### config.mk
export PLATFORM = sky130hd
export DESIGN_NAME = input_vc_buffer
export DESIGN_NICKNAME = d
export VERILOG_FILES = /design/src/rtl/input_vc_buffer_pkg.sv /design/src/rtl/input_vc_buffer_route_compute.sv /design/src/rtl/input_vc_buffer.sv
export SDC_FILE = /design/constraint.sdc
export NUM_CORES = 1
export LEC_CHECK = 0
export CAP_MARGIN = 20
export CORE_UTILIZATION = 60
export CTS_CLUSTER_SIZE = 28
export DETAILED_ROUTE_END_ITERATION = 10
export GPL_TIMING_DRIVEN = 0
export HOLD_SLACK_MARGIN = 0.06
export PLACE_DENSITY_LB_ADDON = 0.1
export SYNTH_ARGS = -nofsm -noshare
export SYNTH_HDL_FRONTEND = slang
export SYNTH_SLANG_ARGS = --single-unit
### constraint.sdc
create_clock -name clk -period 3.4 [get_ports clk]
set_clock_uncertainty 0.05 [all_clocks]
set_input_delay 0.68 -clock clk [delete_from_list [all_inputs] [get_ports clk]]
set_output_delay 0.68 -clock clk [all_outputs]
set_load 0.02 [all_outputs]
### src/rtl/input_vc_buffer_pkg.sv
// Shared NoC types for the router input unit: flit format, port enum and VC state.
package params_noc;

  localparam int VC_NUM      = 4;
  localparam int BUF_DEPTH   = 4;
  localparam int VC_W        = (VC_NUM > 1) ? $clog2(VC_NUM) : 1;
  localparam int COORD_W     = 4;
  localparam int PAYLOAD_W   = 8;
  localparam int in_Port_Cnt = 5;

  typedef enum logic [2:0] {
    LOCAL = 3'd0,
    NORTH = 3'd1,
    EAST  = 3'd2,
    SOUTH = 3'd3,
    WEST  = 3'd4
  } inout_Port;

  typedef enum logic [1:0] {
    HEAD      = 2'd0,
    BODY      = 2'd1,
    TAIL      = 2'd2,
    HEAD_TAIL = 2'd3
  } flit_type_e;

  typedef struct packed {
    flit_type_e           flit_type;
    logic [VC_W-1:0]      vc;
    logic [COORD_W-1:0]   dest_x;
    logic [COORD_W-1:0]   dest_y;
    logic [PAYLOAD_W-1:0] payload;
  } flit_t;

  typedef enum logic {
    VC_IDLE   = 1'b0,
    VC_ACTIVE = 1'b1
  } vc_state_e;

  function automatic logic is_head(input flit_type_e t);
    return (t == HEAD) || (t == HEAD_TAIL);
  endfunction

  function automatic logic is_tail(input flit_type_e t);
    return (t == TAIL) || (t == HEAD_TAIL);
  endfunction

endpackage

### src/rtl/input_vc_buffer_route_compute.sv
// XY dimension-order route computation: X is resolved before Y, equal coordinates go LOCAL.
module route_compute
  import params_noc::*;
#(
  parameter int x_Cur = 0,
  parameter int y_Cur = 0
) (
  input  logic [COORD_W-1:0] i_dest_x,
  input  logic [COORD_W-1:0] i_dest_y,
  output inout_Port          o_port
);

  always_comb begin
    o_port = LOCAL;
    if (int'(i_dest_x) > x_Cur)      o_port = EAST;
    else if (int'(i_dest_x) < x_Cur) o_port = WEST;
    else if (int'(i_dest_y) > y_Cur) o_port = NORTH;
    else if (int'(i_dest_y) < y_Cur) o_port = SOUTH;
  end

endmodule

### src/rtl/input_vc_buffer.sv
// Router input unit: per-VC flit FIFOs, head routing, switch requests, grant pop and credit return.
// Optional sticky protocol checker on error_o is built only with INPUT_VC_BUF_ERR_CHECK_EN.
module input_vc_buffer
  import params_noc::*;
#(
  parameter int vc_Num    = VC_NUM,
  parameter int buf_Depth = BUF_DEPTH,
  parameter int x_Cur     = 0,
  parameter int y_Cur     = 0
) (
  input  logic              clk,
  input  logic              rst_n,
  input  flit_t             flit_i,
  input  logic              valid_i,
  output logic [vc_Num-1:0] credit_o,
  output logic [vc_Num-1:0] request_o,
  output inout_Port         out_port_o [vc_Num-1:0],
  input  logic [vc_Num-1:0] grant_i,
  output flit_t             flit_o,
  output logic              valid_o,
  output logic              error_o
);

  localparam int AW    = $clog2(buf_Depth);
  localparam int SEL_W = (vc_Num > 1) ? $clog2(vc_Num) : 1;

  flit_t       r_mem      [vc_Num-1:0][buf_Depth-1:0];
  logic [AW:0] r_wr_ptr   [vc_Num-1:0];
  logic [AW:0] r_rd_ptr   [vc_Num-1:0];
  vc_state_e   r_state    [vc_Num-1:0];
  vc_state_e   w_state_next [vc_Num-1:0];
  inout_Port   r_route    [vc_Num-1:0];
  inout_Port   w_route    [vc_Num-1:0];
  flit_t       w_head     [vc_Num-1:0];

  logic [vc_Num-1:0] w_empty;
  logic [vc_Num-1:0] w_full;
  logic [vc_Num-1:0] w_push;
  logic [vc_Num-1:0] w_wr_en;
  logic [vc_Num-1:0] w_pop;
  logic [vc_Num-1:0] w_grant_ok;
  logic [SEL_W-1:0]  w_sel;
  logic              w_any_pop;

  genvar gi;
  generate
    for (gi = 0; gi < vc_Num; gi++) begin : g_vc
      assign w_empty[gi] = (r_wr_ptr[gi] == r_rd_ptr[gi]);
      // Same slot index with differing wrap bits means the FIFO has lapped the reader.
      assign w_full[gi]  = (r_wr_ptr[gi][AW] != r_rd_ptr[gi][AW]) &&
                           (r_wr_ptr[gi][AW-1:0] == r_rd_ptr[gi][AW-1:0]);
      assign w_head[gi]  = r_mem[gi][r_rd_ptr[gi][AW-1:0]];
      assign w_push[gi]  = valid_i && (flit_i.vc == VC_W'(gi));
      assign w_wr_en[gi] = w_push[gi] && (!w_full[gi] || w_pop[gi]);
      assign request_o[gi] = (r_state[gi] == VC_ACTIVE) && !w_empty[gi];

      route_compute #(
        .x_Cur (x_Cur),
        .y_Cur (y_Cur)
      ) u_route (
        .i_dest_x (w_head[gi].dest_x),
        .i_dest_y (w_head[gi].dest_y),
        .o_port   (w_route[gi])
      );
    end
  endgenerate

  assign out_port_o = r_route;

  // Only the lowest-index VC among valid (requested and granted) bits is serviced.
  always_comb begin
    w_grant_ok = grant_i & request_o;
    w_pop      = '0;
    w_sel      = '0;
    w_any_pop  = 1'b0;
    for (int v = 0; v < vc_Num; v++) begin
      if (w_grant_ok[v] && !w_any_pop) begin
        w_pop[v]  = 1'b1;
        w_sel     = SEL_W'(v);
        w_any_pop = 1'b1;
      end
    end
  end

  always_comb begin
    for (int v = 0; v < vc_Num; v++) begin
      w_state_next[v] = r_state[v];
      case (r_state[v])
        VC_IDLE:   if (!w_empty[v] && is_head(w_head[v].flit_type)) w_state_next[v] = VC_ACTIVE;
        VC_ACTIVE: if (w_pop[v] && is_tail(w_head[v].flit_type))    w_state_next[v] = VC_IDLE;
        default:   w_state_next[v] = VC_IDLE;
      endcase
    end
  end

  always_ff @(posedge clk or negedge rst_n) begin
    if (!rst_n) begin
      for (int v = 0; v < vc_Num; v++) begin
        r_wr_ptr[v] <= '0;
        r_rd_ptr[v] <= '0;
        r_state[v]  <= VC_IDLE;
        r_route[v]  <= LOCAL;
      end
    end else begin
      for (int v = 0; v < vc_Num; v++) begin
        if (w_wr_en[v]) r_wr_ptr[v] <= r_wr_ptr[v] + (AW+1)'(1);
        if (w_pop[v])   r_rd_ptr[v] <= r_rd_ptr[v] + (AW+1)'(1);
        r_state[v] <= w_state_next[v];
        if (r_state[v] == VC_IDLE && w_state_next[v] == VC_ACTIVE) r_route[v] <= w_route[v];
      end
    end
  end

  // Storage is not reset; pointers alone define what is valid.
  always_ff @(posedge clk) begin
    for (int v = 0; v < vc_Num; v++) begin
      if (w_wr_en[v]) r_mem[v][r_wr_ptr[v][AW-1:0]] <= flit_i;
    end
  end

  always_ff @(posedge clk or negedge rst_n) begin
    if (!rst_n) begin
      flit_o   <= '0;
      valid_o  <= 1'b0;
      credit_o <= '0;
    end else begin
      valid_o  <= w_any_pop;
      credit_o <= w_pop;
      if (w_any_pop) flit_o <= w_head[w_sel];
    end
  end

`ifdef INPUT_VC_BUF_ERR_CHECK_EN
  logic [vc_Num-1:0] r_last_tail;
  logic              r_error;
  logic              w_err_set;

  always_comb begin
    w_err_set = 1'b0;
    for (int v = 0; v < vc_Num; v++) begin
      if (w_push[v] && !w_wr_en[v]) w_err_set = 1'b1;
      if (w_wr_en[v] && is_head(flit_i.flit_type) &&
          r_state[v] == VC_ACTIVE && !r_last_tail[v]) w_err_set = 1'b1;
      if (r_state[v] == VC_IDLE && !w_empty[v] && !is_head(w_head[v].flit_type)) w_err_set = 1'b1;
    end
  end

  always_ff @(posedge clk or negedge rst_n) begin
    if (!rst_n) begin
      r_last_tail <= '1;
      r_error     <= 1'b0;
    end else begin
      for (int v = 0; v < vc_Num; v++) begin
        if (w_wr_en[v]) r_last_tail[v] <= is_tail(flit_i.flit_type);
      end
      if (w_err_set) r_error <= 1'b1;
    end
  end

  assign error_o = r_error;
`else
  assign error_o = 1'b0;
`endif

endmodule

### Yosys cells after proc, flatten, opt, wreduce, memory -nomap -nowiden

Memory sizes are Yosys's and may differ from the RTL's.
Index checks and enable logic that the tools add are counted.

* $add $sub $neg: 8
* magnitude comparators: 21
* equality and inequality tests: 23
* mux-type cells: 65
* bitwise gates (word level): 5
* reduce and logical (&&, ||, !) cells: 66

Operator list (count)
* $mux W80: 10
* $reduce_or A80 Y1: 3
* $bmux W20 S2: 5
* $mux W20: 9
* $demux W20 S2: 4
* $logic_and A1 B1 Y1: 35
* $gt A4 B1 Y1 const B: 8
* $lt A2 B3 Y1 const B: 9
* $add A3 B1 Y3 const B: 8
* $mux W1: 24
* $eq A2 B2 Y1 const B: 10
* $eq A3 B3 Y1: 4
* $logic_or A1 B1 Y1: 12
* $mux W3: 4
* $logic_not A1 Y1: 11
* $logic_not A2 Y1: 5
* $mux W2: 5
* $eq A2 B2 Y1: 4
* $ge A2 B1 Y1 const B: 4
* $pmux W1 S2: 4
* $and A4 B4 Y4: 1
* $ne A1 B1 Y1: 4
* $not A1 Y1: 4
* $eq A2 B1 Y1 const B: 1

* register bits: 65
* bits in writable memories: 320
* logic and storage cells: 212
* memories: 1

Memories
* r_mem: words 4, width 80, rd ports 4, clocked after memory_dff 0, wr ports 1, RTL line input_vc_buffer.sv:27 `flit_t r_mem [vc_Num-1:0][buf_Depth-1:0];`

### Depth between registers and ports, before layout

Gate-level depths: netlist of run 1.

* word-level depth: 20
* depth in mapped cells: 8
* mapped depth without buffers: 6

### Cells and area by module

From an unflattened synthesis of run 1, not the netlist that was laid out.

* cells, all modules: 789
* area, all modules: 15377.2 um^2

By module, submodules not included
* input_vc_buffer: times used 1, cells an instance 769, area each 15247.1 um^2
* route_compute: times used 4, cells an instance 5, area each 32.5 um^2

### Worst setup path after synthesis of run 1

No wires, ideal clock.

* path kind: register to register
* from: register r_rd_ptr[2] (netlist name)
* to: memory r_mem[3][60] (netlist name) (enable)
* library setup time: 0.378 ns
* data arrival time: 2.239 ns
* data required time: 2.972 ns
* path slack: 0.732 ns
* stages on the path, launching flop included: 7
* path buffers: 0
* clock period less this slack: 2.668 ns
* cells stage by stage: dfrtp_1 > xor2_1 > o311ai_4 > inv_4 > o41ai_4 > o2111a_2 > and2_1

* longest elaborated chain between the ends: 20

RTL lines
* start, declared: RTL line input_vc_buffer.sv:29 `logic [AW:0] r_rd_ptr [vc_Num-1:0];`
* start signal, assigned by index: RTL line input_vc_buffer.sv:107 `if (w_pop[v]) r_rd_ptr[v] <= r_rd_ptr[v] + (AW+1)'(1);`
* $eq A3 B3 Y1: RTL line input_vc_buffer.sv:48 `assign w_empty[gi] = (r_wr_ptr[gi] == r_rd_ptr[gi]);`
* $logic_not A1 Y1: RTL line input_vc_buffer.sv:55 `assign request_o[gi] = (r_state[gi] == VC_ACTIVE) && !w_empty[gi];`
* $logic_and A1 B1 Y1: RTL line input_vc_buffer.sv:55
* $and A4 B4 Y4: RTL line input_vc_buffer.sv:72 `w_grant_ok = grant_i & request_o;`
* $mux W1: RTL line input_vc_buffer.sv:77 `if (w_grant_ok[v] && !w_any_pop) begin`
* $logic_not A1 Y1: RTL line input_vc_buffer.sv:77
* $logic_and A1 B1 Y1: RTL line input_vc_buffer.sv:77
* $mux W1: RTL line input_vc_buffer.sv:77
* (+4 left out)
* $logic_and A1 B1 Y1: RTL line input_vc_buffer.sv:77
* $mux W1: RTL line input_vc_buffer.sv:77
* $logic_or A1 B1 Y1: RTL line input_vc_buffer.sv:54 `assign w_wr_en[gi] = w_push[gi] && (!w_full[gi] || w_pop[gi]);`
* $logic_and A1 B1 Y1: RTL line input_vc_buffer.sv:54
* $mux W1: RTL line input_vc_buffer.sv:117 `if (w_wr_en[v]) r_mem[v][r_wr_ptr[v][AW-1:0]] <= flit_i;`
* $mux W80 (not written as such): RTL line input_vc_buffer.sv:117
* $reduce_or A80 Y1 (no source line)
* $mux W2 (no source line) / $mux W80 (equally long branches)
* end, declared: RTL line input_vc_buffer.sv:27

Several ways; a longest one is shown, not always the timed one.

### Worst setup path in the final report of run 1

* from: register r_rd_ptr[1] (netlist name)
* to: register r_route (netlist bit out_port_o[1])

* longest elaborated chain between the ends: 9

RTL lines
* $eq A3 B3 Y1: RTL line input_vc_buffer.sv:48
* $logic_not A1 Y1: RTL line input_vc_buffer.sv:55, input_vc_buffer.sv:89
* $logic_and A1 B1 Y1: RTL line input_vc_buffer.sv:55
* $and A4 B4 Y4: RTL line input_vc_buffer.sv:72
* $mux W1: RTL line input_vc_buffer.sv:77
* $logic_and A1 B1 Y1: RTL line input_vc_buffer.sv:90 `VC_ACTIVE: if (w_pop[v] && is_tail(w_head[v].flit_type)) w_state_next[v] = VC_IDLE;`
* $mux W1: RTL line input_vc_buffer.sv:90
* $pmux W1 S2: RTL line input_vc_buffer.sv:88 `case (r_state[v])`
* $logic_and A1 B1 Y1: RTL line input_vc_buffer.sv:109 `if (r_state[v] == VC_IDLE && w_state_next[v] == VC_ACTIVE) r_route[v] <= w_route[v];`
* end signal, assigned by index: RTL line input_vc_buffer.sv:109
* end, declared: RTL line input_vc_buffer.sv:32 `inout_Port r_route [vc_Num-1:0];`

Several ways; a longest one is shown, not always the timed one. The select of a mux whose other input is x is not followed.
A chain may end at the register's enable or synchronous reset.

==> results of run 1 <==
layer usage:
layer  vias up  routed length [um]  global-route usage [%]
met4         0                 571                    6.43
met1      4088               13500                    36.3
met2       267               15800                    41.5
met3        49                1980                    4.05
li1       3379                   -                       -
met5         -                   0                       0
per-stage QoR:
stage               TNS, ns  setup WS, ns
floorplan                 0         0.732
global placement    -119.16        -0.587
detailed placement  -110.26        -0.600
CTS                       0        0.0115
global route              0        0.0315
finish                    0         0.133
layout make-up:
type	count	area (um^2)	share of cell area, %
Sequential cell	381	11100	62.0
Inverter	16	62.6	0.348
Clock inverter	16	164	0.913
Tap cell	330	413	2.30
Timing Repair Buffer	70	783	4.36
Buffer	34	218	1.21
Multi-Input combinational cell	352	4070	22.6
Clock buffer	56	1110	6.19
power groups by stage:
stage | clock, mW | sequential [mW] | combinational (mW)
finish | 4.19 | 6.15 | 5.48
global route | 4.40 | 6.21 | 5.92
CTS | 4.24 | 6.15 | 5.46
detailed placement | 0 | 6.24 | 5.43
global placement | 0 | 6.19 | 5.31
floorplan | 0 | 6.33 | 3.54
registers in the layout (all words and copies together) (netlist names):
name / flops
out_port_o: 8
r_state: 4
r_rd_ptr: 12
credit_o: 4
r_wr_ptr: 12
r_mem: 320
flit_o: 20
valid_o: 1
worst max-delay path: cells and delay by family (launching register included):
kind / cells / cell delay (ns)
buffers and inverters: 2 / 1.13
multiplexers: 2 / 0.84
flip-flops: 1 / 0.45
AND/OR/NAND/NOR: 2 / 0.36
adder cells (fa/ha/maj): 1 / 0.31
synthesized netlist by cell type (all sizes together) (7+ instances only):
library cell | count | area share, %
edfxtp | 320 | 62
mux4 | 80 | 12
dfrtp | 61 | 9.9
buf | 31 | 1.3
ha | 28 | 2.3
nor2 | 28 | 0.68
and2 | 27 | 1.1
a211oi | 26 | 1.3
nand2 | 24 | 0.63
mux2i | 20 | 1.3
mux2 | 17 | 1.3
inv | 16 | 0.40
xnor2 | 13 | 0.74
xor2 | 13 | 0.79
o211a | 9 | 0.58
a221o | 7 | 0.45
o21ai | 7 | 0.25
cell families after synthesis:
kind of cell | Yosys count | synth area share [%]
AO/OA/AOI/OAI | 76 | 4.60
multiplexers | 117 | 14.3
AND/OR/NAND/NOR | 100 | 3.47
adder cells (fa/ha/maj) | 28 | 2.27
other | 1 | 0.0243
XOR/XNOR | 26 | 1.52
buffers and inverters | 50 | 1.81
flip-flops | 381 | 72.0
repair_timing:
item,CTS,global route
cloned,0,0
resized for setup,3,5
hold buffers,0,0
setup endpoints to repair,58,100
pin swaps,0,0
path summary, 6_finish.rpt:
kind                                  start            end  slack [ns]  cells past startpoint
worst min-delay path                  rst_n  out_port_o[7]        0.21                      1
min in group clk                r_wr_ptr[2]    r_wr_ptr[2]        0.44                      1
worst max-delay path            r_rd_ptr[1]  out_port_o[1]        0.13                      7
worst max register to register  r_rd_ptr[1]  out_port_o[1]        0.13                      7
max in group asynchronous             rst_n    credit_o[1]        2.50                      1
worst min register to register  r_wr_ptr[2]    r_wr_ptr[2]        0.44                      1
placed cells by master (no fill, tap or decap), drive strengths merged, types with 20 or more instances in the layout:
cell type	n
dfrtp	61
clkbuf	59
nand2	24
and2	27
ha	28
a211oi	26
clkdlybuf4s50	62
mux2i	20
nor2	28
edfxtp	320
buf	39
mux4	80
==> impl_metrics.tcl, run 1 <==
set metrics [dict create \
    outcome "complete, no violations" \
    worstSetupStartpointType "flip-flop" \
    critical_path_class "reg2reg" \
    clock_sinks 381 \
    fin_crit_sh_pct 96.1 \
    switching_share_pct 32.5 \
    dp_cells 1176 \
    dieArea_um2 26400 \
    grt_max_degree 62 \
    grt_pass1_wl_um 48700 \
    ios 69 \
    worstPathRequired_ns 3.75 \
    ant_nets 0 \
    clkTransAtPathRegs_ns 0.06 \
    vias_per_cell 6.20 \
    clock_latency_ns 0.52 \
    critPathMaxFanout 10 \
    dieHeight_um 163 \
    max_stage_delay_ns 0.60 \
    n_antenna_cell 0 \
    post_drt_wl_per_cell_um 25.4 \
    synth_async_sr_flop_share_pct 16.0 \
    grt_pass1_vias 8216 \
    htreeDepth 2 \
    clockRootBuffer "clkbuf_16" \
    yosys_warnings 0 \
    seqPwrFrac_pct 38.9 \
    combPwrFrac_pct 34.7 \
    utilization_pct 71.1 \
    design_area_um2 18000 \
    crit_chain "buf_1 -> clkbuf_1 -> mux4_2 -> ha_1 -> nand2_1 -> nor2_1 -> mux2_2" \
    crit_slowest_cell "clkbuf_1" \
    numCtsBuffers 39 \
    antenna_found_initial 0 \
    first_pass_iters 5 \
    synth_ff_type "edfxtp_1" \
    gr-total-overflow 0 \
    cts_tree "done" \
    setup_viol 0 \
    synth_area_um2 15500 \
    fillers 1539 \
    dr_total_vias 7783 \
    netlist_instances 779 \
    synth.ff_latch_count 381 \
    min_path_type "in2async" \
    pwr-share-clk_pct 26.5 \
    drive_gt1_share_pct 22.9 \
    tightest_slew_ns 0.948 \
    die_w_um 163 \
    hold_viol_final 0 \
    route.detailed.drc 0 \
    arrival_ns 3.62 \
    relSlewSlack_pct 36.6 \
    yosysUniqueCellTypes 62 \
    drv_cap 0 \
    period_minus_slack_ns 3.27 \
    p_sw_mw 5.14 \
    stdcell_count 1255 \
    routed_wl_um 31800 \
    finalWeightedCongestion 0.834 \
    clockBufferDepth 3 \
    p_leak_nw 6.29 \
    start_util_pct 61.2 \
    grt_setup_unrepaired "false" \
    dp.final_hpwl_um 21200 \
    syn_area_per_cell_um2 19.8 \
    core_area_um2 25300 \
    power_mw 15.8 \
    slew_violations 0 \
    post_cts_buffers 0 \
    whs_ns 0.214 \
    port_buffers 63 \
    power_density_nw_per_um2 881 \
    synth_edf_count 320 \
    max_freq_mhz 306 \
    dpl_cell_area_um2 16500 \
    track_usage_pct 25.4 \
    ir_worst_vdd_mv 0.580 \
    rows 58 \
    intPower_mw 10.7 \
    critPathCaptureType "flip-flop" \
    drtIter0Drc 690 \
    areaGrowthSynthToFinish_pct 16.1 \
    fin_nets 949 \
    ys_seq_area_share_pct 72.0 \
]
Power figures use the tool's default switching activity.
==> inputs of run 2 (changes only) <==
--- a/config.mk
+++ b/config.mk
@@ -6,7 +6,10 @@
 export NUM_CORES = 1
 export LEC_CHECK = 0
 export CAP_MARGIN = 20
-export CORE_UTILIZATION = 60
+export CELL_PAD_IN_SITES_DETAIL_PLACEMENT = 1
+export CELL_PAD_IN_SITES_GLOBAL_PLACEMENT = 1
+export CORE_UTILIZATION = 53
+export CTS_CLUSTER_DIAMETER = 30
 export CTS_CLUSTER_SIZE = 28
 export DETAILED_ROUTE_END_ITERATION = 10
 export GPL_TIMING_DRIVEN = 0
==> impl_metrics.tcl, run 2 (synthesis gave the netlist of run 1 again) <==
set metrics [dict create \
    start_util_pct 53.9 \
    worstPathRequired_ns 2.67 \
    first_pass_iters 8 \
    dp.final_hpwl_um 24200 \
    drive_gt1_share_pct 28.3 \
    dieHeight_um 173 \
    clock_sinks 381 \
    fin_ws_ns 0.104 \
    max_freq_mhz 303 \
    ant_nets 0 \
    drv_cap 0 \
    post_cts_buffers 0 \
    critical_path_class "reg2out" \
    stdcell_count 1380 \
    slew_violations 0 \
    ctsHoldBuffers 0 \
    p_leak_nw 6.91 \
    period_minus_slack_ns 3.30 \
    grt_pass1_wl_um 57600 \
    htreeDepth 3 \
    arrival_ns 2.57 \
    clkTransAtPathRegs_ns 0.05 \
    dr_total_vias 8187 \
    routed_wl_um 38200 \
    finalWeightedCongestion 0.815 \
    port_buffers 63 \
    drtIter0Drc 704 \
    antenna_found_initial 0 \
    gr-total-overflow 0 \
    core_area_um2 28700 \
    min_path_type "in2async" \
    relSlewSlack_pct 37.6 \
    final_cell_mix "edfxtp_1 (320), mux4_2 (78), clkbuf_16 (78)" \
    rows 62 \
    final_common_cell "edfxtp_1" \
    ir_worst_vdd_mv 0.565 \
    outcome "complete, no violations" \
    fin_nets 987 \
    fin_crit_sh_pct 96.9 \
    pre_cts_slack_ns -0.675 \
    numCtsBuffers 77 \
    grt_max_degree 62 \
    track_usage_pct 26.6 \
    areaGrowthSynthToFinish_pct 25.4 \
    ios 69 \
    route.detailed.drc 0 \
    die_w_um 173 \
    largest_reg_flops 320 \
    clockBufferDepth 3 \
    tightest_slew_ns 0.934 \
    critPathCaptureType "output pin" \
    vias_per_cell 5.93 \
    grt_setup_unrepaired "false" \
    clock_latency_ns 0.58 \
    dieArea_um2 29900 \
    worstSetupStartpointType "flip-flop" \
    cts_tree "done" \
    dp_cells 1233 \
    critPathMaxFanout 5 \
    grt_pass1_vias 9168 \
    post_drt_wl_per_cell_um 27.7 \
    clockRootBuffer "clkbuf_16" \
    power_density_nw_per_um2 999 \
    setup_viol 0 \
    hold_viol_final 0 \
    reg2reg_depth 7 \
]
## run 2: layer usage
| layer | global-route usage [%] | up-vias | part of all wire [%] |
|---|---|---|---|
| li1 | - | 3475 | - |
| met1 | 35.9 | 4318 | 42 |
| met2 | 43.1 | 329 | 50 |
| met3 | 6.05 | 65 | 6.3 |
| met4 | 9.11 | 0 | 2.0 |
| met5 | 0 | - | 0 |
## run 2: worst paths after layout
path                              start        endpoint  slack, ns
hold / removal                    rst_n  out_port_o[10]       0.17
setup / recovery           r_rd_ptr[10]    request_o[3]       0.10
min in group clk            r_rd_ptr[5]     r_rd_ptr[5]       0.46
max in group asynchronous         rst_n    r_wr_ptr[11]       2.50
setup reg to reg            r_rd_ptr[1]   out_port_o[0]       0.17
hold reg to reg             r_rd_ptr[5]     r_rd_ptr[5]       0.46
## run 2: cell type report
| cell class | count | area (um^2) |
|---|---|---|
| clock buffers | 94 | 2050 |
| diodes | 1 | 2.50 |
| multi-input cells | 352 | 4070 |
| repair buffers | 70 | 796 |
| flip-flops and latches | 381 | 11100 |
| well taps | 384 | 480 |
| inverters | 16 | 62.6 |
| clock inverters | 48 | 557 |
| fillers | 2339 | 9330 |
| plain buffers | 34 | 218 |
## run 2: report_power, final
group	internal, mW	total [mW]	leakage [nW]	switching, mW
clock	4.93	7.46	1.25	2.52
combinational	2.48	5.71	2.06	3.23
sequential	5.72	6.20	3.61	0.483
## run 2: worst max-delay path, cell delays in order, from the launching register on
cell,delay (ns)
dfrtp_1,0.50
xor2_1,0.40
nor2_1,0.18
nand2_1,0.16
and2_1,0.15
clkdlybuf4s50_1,0.61
## run 2: timing repair
item,4_1_cts,5_1_grt
pin swaps,0,0
resized for setup,7,3
endpoints found under the setup margin,140,23
## run 2: stage by stage
stage / area (um^2) / power [mW] / hold slack [ns] / util (%) / setup TNS (ns)
after floorplan: 15500 / 9.86 / 0.334 / - / 0
after global placement: 16600 / 11.5 / 0.427 / 57.8 / -130.20
after detailed placement: 16700 / 11.8 / 0.431 / 58.1 / -115.98
after CTS: 19300 / 19.4 / 0.213 / 67.2 / 0
after global routing: 19400 / 20.1 / 0.219 / 67.5 / 0
final: 19400 / 19.4 / 0.172 / 67.5 / 0
==> inputs of run 3 (changes only) <==
--- a/config.mk
+++ b/config.mk
@@ -5,12 +5,13 @@
 export SDC_FILE = /design/constraint.sdc
 export NUM_CORES = 1
 export LEC_CHECK = 0
+export ABC_AREA = 1
 export CAP_MARGIN = 20
 export CELL_PAD_IN_SITES_DETAIL_PLACEMENT = 1
 export CELL_PAD_IN_SITES_GLOBAL_PLACEMENT = 1
-export CORE_UTILIZATION = 53
+export CORE_UTILIZATION = 49
 export CTS_CLUSTER_DIAMETER = 30
-export CTS_CLUSTER_SIZE = 28
+export CTS_CLUSTER_SIZE = 10
 export DETAILED_ROUTE_END_ITERATION = 10
 export GPL_TIMING_DRIVEN = 0
 export HOLD_SLACK_MARGIN = 0.06
==> impl_metrics.tcl, run 3 <==
set metrics [dict create \
    outcome "complete, no violations" \
    dieHeight_um 183 \
    port_buffers 63 \
    hold_start "flit_o[14]" \
    synth_edf_count 320 \
    tightest_slew_ns 1.04 \
    largest_reg_flops 320 \
    clock_latency_ns 0.60 \
    ir_worst_vdd_mv 0.629 \
    max_stage_delay_ns 0.84 \
    start_util_pct 50.3 \
    grt_setup_unrepaired "false" \
    clkTransAtPathRegs_ns 0.04 \
    ios 69 \
    routed_wl_um 50100 \
    met3_length_um 3420 \
    crit_family "simple AND/OR/NAND/NOR gates" \
    synth_area_um2 16000 \
    post_cts_buffers 0 \
    critical_path_class "in2reg" \
    clock_sinks 381 \
    path_buf_inv 2 \
    worstPathRequired_ns 3.63 \
    drv_cap 0 \
    vias_per_cell 5.72 \
    relSlewSlack_pct 30.4 \
    drive_gt1_share_pct 14.1 \
    core_area_um2 31900 \
    critPathMaxFanout 19 \
    grt_pass1_wl_um 74700 \
    ant_nets 0 \
    dpl_cell_area_um2 17600 \
    clockRootBuffer "clkbuf_16" \
    grt_pass1_vias 12300 \
    areaGrowthSynthToFinish_pct 26.7 \
    synth_ff_type "edfxtp_1" \
    dieArea_um2 33400 \
    synth_area_leaders "edfxtp_1 (60%), dfrtp_1 (9.5%), nand2_1 (6.7%), nor2_1 (2.8%), o21ai_0 (2.8%)" \
    cts_tree "done" \
    finalWeightedCongestion 0.856 \
    route.met2.wl_um 24300 \
    routed.top_layer "met4" \
    wl_met1_um 20400 \
    post_drt_wl_per_cell_um 24.9 \
    fin_nets 1563 \
    antenna_found_initial 1 \
    design_area_um2 20300 \
    yosysTopAreaCell "edfxtp_1" \
    htreeDepth 3 \
    gr-total-overflow 0 \
    power_mw 20.9 \
    track_usage_pct 30.9 \
    synth_async_sr_flop_share_pct 16.0 \
    netlist_instances 1341 \
    slew_violations 0 \
    final_cell_mix "edfxtp_1 (320), nand2_1 (287), nor2_1 (108)" \
    route.detailed.drc 0 \
    yosysUniqueCellTypes 37 \
    dr_total_vias 11500 \
    arrival_ns 3.43 \
    period_minus_slack_ns 3.20 \
    crit_chain "dlygate4sd2_1 -> nand2_1 -> nor2_1 -> o21ai_4 -> nor2_2 -> buf_8" \
    n_antenna_cell 0 \
    drtIter0Drc 1091 \
    yosys-top-cells-count "edfxtp_1 (320), nand2_1 (287), nor2_1 (121)" \
    dp.final_hpwl_um 32100 \
    syn_area_per_cell_um2 12.0 \
    synth.most_common_cell "edfxtp_1" \
    p_leak_nw 7.81 \
    yosys_warnings 0 \
    setup_viol 0 \
    clockBufferDepth 3 \
    crit_slowest_cell "dlygate4sd2_1" \
    ys_seq_area_share_pct 69.5 \
    crit_path_start "flit_i[16]" \
    worstSetupStartpointType "input port" \
    power_density_nw_per_um2 1030 \
    max_freq_mhz 313 \
    rows 65 \
    synth.top_cell.area_share_pct 59.9 \
    grt_max_degree 42 \
    final_common_cell "edfxtp_1" \
    critPathCaptureType "flip-flop" \
    fin_crit_sh_pct 94.0 \
    numCtsBuffers 80 \
    first_pass_iters 5 \
    min_path_type "reg2reg" \
    synth.ff_latch_count 381 \
    hold_viol_final 0 \
    die_w_um 183 \
    r2r_start "r_rd_ptr[7]" \
]
## run 3: per-stage QoR
| step | hold slack (ns) | cells | setup slack, ns | TNS [ns] | utilization, % |
|---|---|---|---|---|---|
| finish | 0.425 | 2010 | 0.204 | 0 | 63.7 |
| detailed placement | 0.417 | 1860 | -0.640 | -57.52 | 55.3 |
| CTS | 0.430 | 2010 | 0.208 | 0 | 63.7 |
| floorplan | 0.334 | 1345 | 0.688 | 0 | - |
| global placement | 0.414 | 1843 | -1.50 | -376.22 | 54.0 |
| global route | 0.454 | 2010 | 0.0366 | 0 | 63.7 |
## run 3: logic make-up (layout without fill, tap and decap cells)
| group | Yosys count | after routing | synth area share, % |
|---|---|---|---|
| compound gates | 234 | 234 | 9.10 |
| flops | 381 | 381 | 69.5 |
| fa+ha+maj | 28 | 28 | 2.19 |
| other cells | 1 | 5 | 0.0234 |
| xor+xnor | 18 | 18 | 1.12 |
| buf+inv | 173 | 403 | 4.61 |
| simple gates | 506 | 506 | 13.5 |
## run 3: per-layer routing
metal  vias to the layer above  global-route usage (%)
met5                         -                       0
met2                       492                    50.2
li1                       5087                       -
met4                         0                    14.1
met3                       106                    6.10
met1                      5805                    40.3
## run 3: area by class of cell
class	instances	area [um^2]
tap	435	544
clock buffer	93	2110
buffer	74	368
inverter	99	372
fill	3193	11600
clock inverter	56	576
timing repair buffer	81	1000
multi-input combinational	791	4200
sequential	381	11100
## run 3: where the power goes
part | internal [mW] | total (mW) | switching [mW] | leakage [nW]
Combinational | 2.30 | 7.19 | 4.89 | 2.91
Clock | 5.07 | 7.66 | 2.59 | 1.29
Sequential | 5.70 | 6.07 | 0.371 | 3.60
## run 3: path summary, 6_finish.rpt
kind	end	slack, ns	cells past startpoint
max	r_mem[1][36]	0.20	6
min	flit_o[14]	0.42	2
max reg2reg	r_mem[2][50]	0.28	11
min reg2reg	flit_o[14]	0.42	2
max in group asynchronous	r_wr_ptr[4]	2.20	3
min in group asynchronous	r_state[2]	0.53	2
## run 3: what timing repair did
item | CTS | global route
setup endpoints to repair | 34 | 0
endpoints found under the hold margin | 20 | 0
gates resized for setup | 1 | 0
hold buffers | 1 | 0
## run 3: worst register-to-register path: cells and delay by family (launching register included)
kind / cells / cell delay (ns)
and+or+nand+nor: 8 / 1.78
buffers and inverters: 3 / 0.50
DFF: 1 / 0.47
